==> config.mk <==
export PLATFORM = sky130hd
export DESIGN_NAME = fp_fwd_scoreboard
export DESIGN_NICKNAME = d
export VERILOG_FILES = /design/src/rtl/fp_fwd_scoreboard.sv
export SDC_FILE = /design/constraint.sdc
export NUM_CORES = 1
export LEC_CHECK = 0
export BUFFER_PORTS_ARGS = -buffer_cell sky130_fd_sc_hd__buf_2
export CAP_MARGIN = 20
export CORE_AREA = 2 2 150 152
export CTS_BUF_LIST = sky130_fd_sc_hd__clkbuf_2 sky130_fd_sc_hd__clkbuf_4 sky130_fd_sc_hd__clkbuf_8
export DETAILED_ROUTE_END_ITERATION = 8
export DIE_AREA = 0 0 152 154
export REMOVE_ABC_BUFFERS = 1
export SYNTH_ARGS = -nofsm -noshare
export SYNTH_HDL_FRONTEND = slang
export SYNTH_SLANG_ARGS = --single-unit
export TNS_END_PERCENT = 30
==> constraint.sdc <==
create_clock -name clk -period 3.2 [get_ports clk]
set_input_delay 0.16 -clock clk [delete_from_list [all_inputs] [get_ports clk]]
set_output_delay 0.16 -clock clk [all_outputs]
set_load 0.05 [all_outputs]
==> src/rtl/fp_fwd_scoreboard.sv <==
// FP operand forwarding and long-latency busy scoreboard for the RV32IF ID stage.
// Define FPFWD_WB_FWD_EN to add WB as a forwarding source (sel 11); otherwise the regfile must be write-first.
module fp_fwd_scoreboard #(
    parameter int NUM_SRC  = 3,
    parameter int XLEN     = 32,
    parameter int MAX_LONG = 4
) (
    input  logic                    clk,
    input  logic                    rst,
    input  logic                    id_valid,
    input  logic                    id_is_fp,
    input  logic [NUM_SRC*5-1:0]    id_rs,
    input  logic [NUM_SRC-1:0]      id_rs_used,
    input  logic [4:0]              id_rd,
    input  logic                    id_reg_write,
    input  logic                    id_long_lat,
    input  logic [NUM_SRC*XLEN-1:0] rf_rdata,
    input  logic [4:0]              rd_ex,
    input  logic [4:0]              rd_mem,
    input  logic [4:0]              rd_wb,
    input  logic                    reg_write_ex,
    input  logic                    reg_write_mem,
    input  logic                    reg_write_wb,
    input  logic [XLEN-1:0]         result_ex,
    input  logic [XLEN-1:0]         result_mem,
    input  logic [XLEN-1:0]         result_wb,
    input  logic                    ex_result_ready,
    input  logic                    lu_done,
    input  logic [4:0]              lu_rd,
    output logic [NUM_SRC*2-1:0]    fwd_sel,
    output logic [NUM_SRC*XLEN-1:0] fwd_data,
    output logic                    stall,
    output logic [31:0]             busy,
    output logic [4:0]              long_cnt,
    output logic                    sb_err
);

    localparam logic [1:0] SEL_EX  = 2'b01;
    localparam logic [1:0] SEL_MEM = 2'b10;

    logic        id_active;
    logic        src_stall;
    logic        waw_hit;
    logic        long_full;
    logic        done_hit;
    logic        issue;
    logic [4:0]  rs;
    logic [31:0] busy_next;
    logic [4:0]  cnt_next;

`ifndef FPFWD_WB_FWD_EN
    logic unused_wb;
    assign unused_wb = ^{rd_wb, reg_write_wb, result_wb};
`endif

    assign id_active = id_valid && id_is_fp;
    assign done_hit  = lu_done && busy[lu_rd];

    // A source needing an EX result that is not ready yet stalls and keeps the regfile selection.
    always_comb begin
        fwd_sel   = '0;
        fwd_data  = rf_rdata;
        src_stall = 1'b0;
        rs        = '0;
        for (int k = 0; k < NUM_SRC; k++) begin
            rs = id_rs[5*k +: 5];
            if (id_active && id_rs_used[k] && rs != 5'd0) begin
                if (busy[rs])
                    src_stall = 1'b1;
                if (reg_write_ex && rd_ex == rs) begin
                    if (ex_result_ready) begin
                        fwd_sel[2*k +: 2]     = SEL_EX;
                        fwd_data[XLEN*k +: XLEN] = result_ex;
                    end else begin
                        src_stall = 1'b1;
                    end
                end else if (reg_write_mem && rd_mem == rs) begin
                    fwd_sel[2*k +: 2]     = SEL_MEM;
                    fwd_data[XLEN*k +: XLEN] = result_mem;
                end
`ifdef FPFWD_WB_FWD_EN
                else if (reg_write_wb && rd_wb == rs) begin
                    fwd_sel[2*k +: 2]     = 2'b11;
                    fwd_data[XLEN*k +: XLEN] = result_wb;
                end
`endif
            end
        end
    end

    // A slot retiring this cycle frees room for a new long op in the same cycle.
    assign long_full = (long_cnt == 5'(MAX_LONG)) && !done_hit;
    assign waw_hit   = id_reg_write && busy[id_rd];
    assign stall     = id_active && (src_stall || waw_hit || (id_long_lat && long_full));
    assign issue     = id_active && !stall && id_long_lat && id_reg_write && (id_rd != 5'd0);

    always_comb begin
        busy_next = busy;
        if (done_hit)
            busy_next[lu_rd] = 1'b0;
        if (issue)
            busy_next[id_rd] = 1'b1;
        busy_next[0] = 1'b0;
        cnt_next = long_cnt + {4'd0, issue} - {4'd0, done_hit};
    end

    always_ff @(posedge clk) begin
        if (rst) begin
            busy     <= '0;
            long_cnt <= '0;
            sb_err   <= 1'b0;
        end else begin
            busy     <= busy_next;
            long_cnt <= cnt_next;
            if (lu_done && !busy[lu_rd])
                sb_err <= 1'b1;
        end
    end

endmodule

-- Word level (Yosys, flattened, before mapping)
Index checks and enable logic that the tools add are counted.
- bits in registers: 38
- output and inout port bits: 141
- add/subtract/negate cells: 2
- magnitude comparators: 7
- equal/unequal tests: 7
- multiplexer cells: 50
- bitwise operators: 3
- reduce and logical (&&, ||, !) cells: 34
- operator list (cell ; number):
    32-bit two-way mux ; 14
    32-bit AND ; 1
    32-bit inverter ; 1
    32-bit OR ; 1
    5-bit == test ; 6
    5-bit by 6-bit less-than comparator with 1-bit output (second input constant) ; 5
    1-bit binary-select mux with 5-bit select ; 5
    1-bit logical AND ; 25
    1-bit two-way mux ; 20
    5-bit nonzero test ; 4
    2-bit two-way mux ; 9
    1-bit demux with 5-bit select ; 2
    5-bit by 1-bit greater-or-equal comparator with 1-bit output (second input constant) ; 2
    5-bit by 1-bit adder with 5-bit output ; 1
    5-bit by 3-bit == test with 1-bit output (second input constant) ; 1
    5-bit by 1-bit subtractor with 5-bit output ; 1
    1-bit logical NOT ; 3
    1-bit logical OR ; 2

-- Depth between registers and ports, before layout
- word-level depth: 24
- mapped depth: 18
- mapped depth without buffers: 17

-- Least setup slack after synthesis
No wires, ideal clock.
- path type: flip-flop to flip-flop
- start: register busy[18]
- end: register long_cnt[4]
- library setup time: 0.128 ns
- data arrival time: 3.318 ns
- setup slack: -0.245 ns
- cell stages (with the launch flop): 18
- clock period less this slack: 3.445 ns
- cells stage by stage: dfxtp_1 -> mux4_2 -> o22ai_1 -> a311oi_1 -> a21oi_1 -> a311o_2 -> and4_1 -> nand3_1 -> ha_1 -> inv_1 -> ha_1 -> inv_1 -> fa_1 -> inv_1 -> a21o_1 -> a21oi_1 -> xnor2_1 -> nor2_1
- longest elaborated chain between the ends: 24
- RTL lines (item ; RTL line ; source):
    from (decl) ; 33 ; output logic [31:0] busy,
    from (signal assigned) ; 113 ; busy <= busy_next;
    1-bit binary-select mux with 5-bit select ; 68 ; if (busy[rs])
    1-bit two-way mux (implied by the code) ; 68 ;
    1-bit two-way mux ; 68 ;
    1-bit two-way mux ; 71 ; if (ex_result_ready) begin
    1-bit two-way mux ; 70 ; if (reg_write_ex && rd_ex == rs) begin
    1-bit two-way mux ; 67 ; if (id_active && id_rs_used[k] && rs != 5'd0) begin
    1-bit two-way mux ; 68 ;
    1-bit two-way mux ; 71 ;
    [... 4 more ...] ; n/a ;
    1-bit two-way mux ; 70 ;
    1-bit two-way mux ; 67 ;
    1-bit logical OR (2 in a row) ; 94 ; assign stall = id_active && (src_stall || waw_hit || (id_long_lat && long_full));
    1-bit logical AND ; 94 ;
    1-bit logical NOT ; 95 ; assign issue = id_active && !stall && id_long_lat && id_reg_write && (id_rd != 5'd0);
    1-bit logical AND (4 in a row) ; 95 ;
    5-bit by 1-bit adder with 5-bit output ; 104 ; cnt_next = long_cnt + {4'd0, issue} - {4'd0, done_hit};
    5-bit by 1-bit subtractor with 5-bit output (*) ; 104 ;
    to (signal assigned) ; 114 ; long_cnt <= cnt_next;
    to (decl) ; 34 ; output logic [4:0] long_cnt,
Every way passes the cells marked *; elsewhere a longest branch is shown, timed or not. The select of a mux whose other input is x is not followed.
A chain may end at the register's enable or synchronous reset.

-- Worst setup path after layout
- start: register busy[15]
- end: register long_cnt[4]
The elaborated chain is that of the path after synthesis.

==> summary.md <==
| Metric | Value |
|---|---|
| TritonCTS clock tree | `yes` |
| Overall global routing resource usage | `a little over a quarter` |
| Run status | `complete, no violations` |
| Vias in the first global route | `8094` |
| Total leakage power | `4.11 nW` |
| CTS buffer count | `5` |
| Count of state elements after synthesis | `37` |
| CP Data Required Time | `3.36 ns` |
| Worst slack on hold paths | `0.293 ns` |
| Congestion Overflow GR | `0` |
| Proportion of netlist area held by the largest area contributor | `13.4%` |
| Prevailing post-synth register cell | `sky130_fd_sc_hd__dfxtp_1` |
| Total number of nets in the final design | `between 1000 and 1500` |
| Setup crit end kind | `flop` |
| Deepest clock path buffer count | `2` |
| Clk_lat worst skew | `0.30 ns` |
| Effective utilization at floorplan | `around 25%` |
| Post-synthesis cell type with the largest combined area | `sky130_fd_sc_hd__dfxtp_1` |
| Area Overhead vs Synth | `58.5%` |
| Post-detail-place hpwl | `26.2 mm` |
| Most used standard cell by instance count after synthesis | `sky130_fd_sc_hd__nand2_1` |
| CP Max Fanout | `3` |
| Final wirelength | `32.5 mm` |
| Number of hold-slack violations in the final timing report | `0` |
| Hold Buf Count CTS | `0` |
| Final routed wire length divided by cell count | `21.6 um` |
| Die height | `154 um` |
| Number of non-filler instances in the completed layout | `1506` |
| Final Setup Violations | `0` |
| Most common library cells after synthesis | `142 x sky130_fd_sc_hd__nand2_1, 97 x sky130_fd_sc_hd__a22oi_1, 67 x sky130_fd_sc_hd__o21ai_0` |
| Classification of the worst setup path | `reg -> reg` |
| Antenna-violating nets left | `0` |
| Avg Inst Size Synth | `6.97 um^2` |
| Clock transition time at the flip-flop clock pins of the worst setup and hold paths | `0.07 ns` |
| Wire length of the first global-routing pass | `48.6 mm` |
| Share of the clock period used by the worst path after layout | `99.7%` |
| Pre-Repair DR Iteration Count | `5` |
| Number of clock sinks | `37` |
| Area of the core | `21700 um^2` |
| Setup repair after global routing missed its margin | `true` |
| Fmax | `313 MHz` |
| Final GP Congestion | `0.976` |
| Asr flop ratio synth | `0%` |
| Cell variety after synth | `62` |
| Vias after detailed routing | `8305` |
| Worst min path class | `in -> reg` |
| Portion of the post-synthesis area used by sequential elements | `13.4%` |
| MaxCap Viol Count | `0` |
| Post-layout min period | `roughly 3.2 ns` |
| H-tree lvl count | `2` |
| Number of ports placed on the die boundary | `slightly below 400` |
| Overall die width | `152 um` |
| Number of design-rule violations left by the first detailed-router iteration | `824` |
| Slew Limit Headroom | `41.4%` |
| Post-detailed-route via-to-cell ratio | `between 5 and 6` |
| Post-route DRC | `0` |
| Crit start category | `flop` |
| Number of input and output port buffers inserted | `~350` |
| FILL cells | `2318` |
| Largest vdd supply drop | `~0.00028 V` |
| Arrival @ worst endpoint | `3.35 ns` |
| Cell count after placement | `1488` |
| Power per cell area | `218 nW/um^2` |
| Worst Skew | `0.00944 ns` |
| Site Rows | `54` |
| Count of synthesis-stage warnings from yosys | `0` |
| Total Die Area | `about 23000 um^2` |
| Post-Synthesis Cell Area | `5520 um^2` |
| Initial antenna violation count | `11` |
| Share of post-route cells with drive strength above 1 | `46.4%` |
| Max Transition Viols Final | `0` |
| Power consumption | `1.91 mW` |
| Tightest Pin Transition | `0.878 ns` |
| Post-synth EDFFs | `0` |
| CTS Root Buffer Type | `sky130_fd_sc_hd__clkbuf_8` |
| Leading cell types by total area after synthesis | `sky130_fd_sc_hd__dfxtp_1 13%, sky130_fd_sc_hd__a22oi_1 13%, sky130_fd_sc_hd__nand2_1 9.7%, sky130_fd_sc_hd__mux4_2 7.3%, sky130_fd_sc_hd__mux2i_1 6.5%` |
| Mapped Cells | `792` |
| Maximum number of pins on one net before global-route repair | `48` |
[logic make-up (layout without fill, tap and decap cells)]
logic type               count (synthesis)  in the layout  synth area share, %
adder cells (fa/ha/maj)                  6              6                 1.50
flip-flops                              37             37                 13.4
multiplexers                            61             61                 15.3
buffers and inverters                   75            500                 5.96
XOR/XNOR                                34             34                 5.39
AO/OA/AOI/OAI                          275            275                 31.8
other                                    1             10               0.0679
AND/OR/NAND/NOR                        303            303                 26.5
[cell usage in the layout, fill, tap and decap left out, types with 6 or more instances in the layout]
master                     synthesis  final
sky130_fd_sc_hd__buf_2            26    342
sky130_fd_sc_hd__nand2_1         142    141
sky130_fd_sc_hd__buf_4             2    126
sky130_fd_sc_hd__a22oi_1          97     97
sky130_fd_sc_hd__o21ai_0          67     67
sky130_fd_sc_hd__o21ai_1          60     60
sky130_fd_sc_hd__nor2b_1          38     37
sky130_fd_sc_hd__mux2i_1          36     36
sky130_fd_sc_hd__nand3_1          35     33
sky130_fd_sc_hd__xor2_1           26     26
sky130_fd_sc_hd__nor2_1           25     23
sky130_fd_sc_hd__dfxtp_1          37     22
sky130_fd_sc_hd__mux4_2           18     18
sky130_fd_sc_hd__nor3_1           20     17
sky130_fd_sc_hd__o22ai_1          16     16
sky130_fd_sc_hd__dfxtp_2           0     14
sky130_fd_sc_hd__buf_12            0     11
sky130_fd_sc_hd__diode_2           0      9
sky130_fd_sc_hd__inv_1            12      9
sky130_fd_sc_hd__nand3b_1          9      9
sky130_fd_sc_hd__xnor2_1           8      8
sky130_fd_sc_hd__nor4_1            7      6
sky130_fd_sc_hd__a21oi_1           7      6
sky130_fd_sc_hd__mux2_2            6      6
[worst max-delay path: stages (launching register included)]
cell	delay (ns)
sky130_fd_sc_hd__dfxtp_2	0.33
sky130_fd_sc_hd__buf_4	0.13
sky130_fd_sc_hd__mux4_2	0.44
sky130_fd_sc_hd__mux4_2	0.52
sky130_fd_sc_hd__nand2b_1	0.12
sky130_fd_sc_hd__a31o_4	0.21
sky130_fd_sc_hd__nand3_4	0.09
sky130_fd_sc_hd__ha_4	0.24
sky130_fd_sc_hd__inv_2	0.06
sky130_fd_sc_hd__ha_4	0.12
sky130_fd_sc_hd__inv_2	0.03
sky130_fd_sc_hd__fa_2	0.34
sky130_fd_sc_hd__inv_2	0.05
sky130_fd_sc_hd__a21o_1	0.11
sky130_fd_sc_hd__a21oi_2	0.05
sky130_fd_sc_hd__xnor2_1	0.14
sky130_fd_sc_hd__nor2_1	0.05
[power by group]
group | leakage, nW | internal, mW | switching (mW) | total, mW
clock network | 0.0484 | 0.160 | 0.175 | 0.335
logic | 3.75 | 0.367 | 0.714 | 1.08
registers | 0.307 | 0.477 | 0.0162 | 0.493
[metrics by stage]
step                      TNS [ns]  area, um^2  util [%]  setup slack, ns
after floorplan             -67.64        5240         -            -1.63
after global placement      -0.290        8520      39.3           -0.206
after detailed placement    -0.333        8520      39.3           -0.212
after CTS                        0        8680      40.0          0.00239
after global routing        -0.204        8740      40.3           -0.149
final                            0        8750      40.3          0.00884
[final timing paths]
| check | slack, ns | start | endpoint | cells after the start |
|---|---|---|---|---|
| hold reg to reg | 0.47 | sb_err$_SDFFE_PP0P_ | sb_err$_SDFFE_PP0P_ | 2 |
| hold / removal | 0.29 | lu_done | sb_err$_SDFFE_PP0P_ | 5 |
| setup reg to reg | 0.009 | busy[15]$_SDFF_PP0_ | long_cnt[4]$_SDFF_PP0_ | 16 |
| setup / recovery | 0.009 | busy[15]$_SDFF_PP0_ | long_cnt[4]$_SDFF_PP0_ | 16 |
[routing by layer]
| layer | routed length [um] | vias up | GRT usage, % |
|---|---|---|---|
| met2 | 16000 | 520 | 45.7 |
| met3 | 2680 | 76 | 4.51 |
| met4 | 1250 | 2 | 10.6 |
| met1 | 12500 | 3905 | 32.1 |
| li1 | - | 3802 | - |
| met5 | 13 | - | 0 |
[timing repair]
item	in CTS	in global routing
buffers inserted	1	0
resized for setup	24	12
pin swaps	10	16
setup endpoints to repair	2	2
[area by class of cell]
cell class                      count  area, um^2  share of cell area (%)
Inverter                           12        45.0                   0.515
Antenna cell                        9        22.5                   0.257
Tap cell                          280         350                    4.00
Clock buffer                        6        76.3                   0.872
Clock inverter                      2        10.0                   0.114
Timing Repair Buffer              480        2890                    33.0
Sequential cell                    37         762                    8.71
Multi-Input combinational cell    680        4590                    52.5
[flip-flops by register name, indices dropped and copies added, names as in the netlist]
signal and flops:
long_cnt 5, busy 31, sb_err 1
Power figures use the tool's default switching activity.
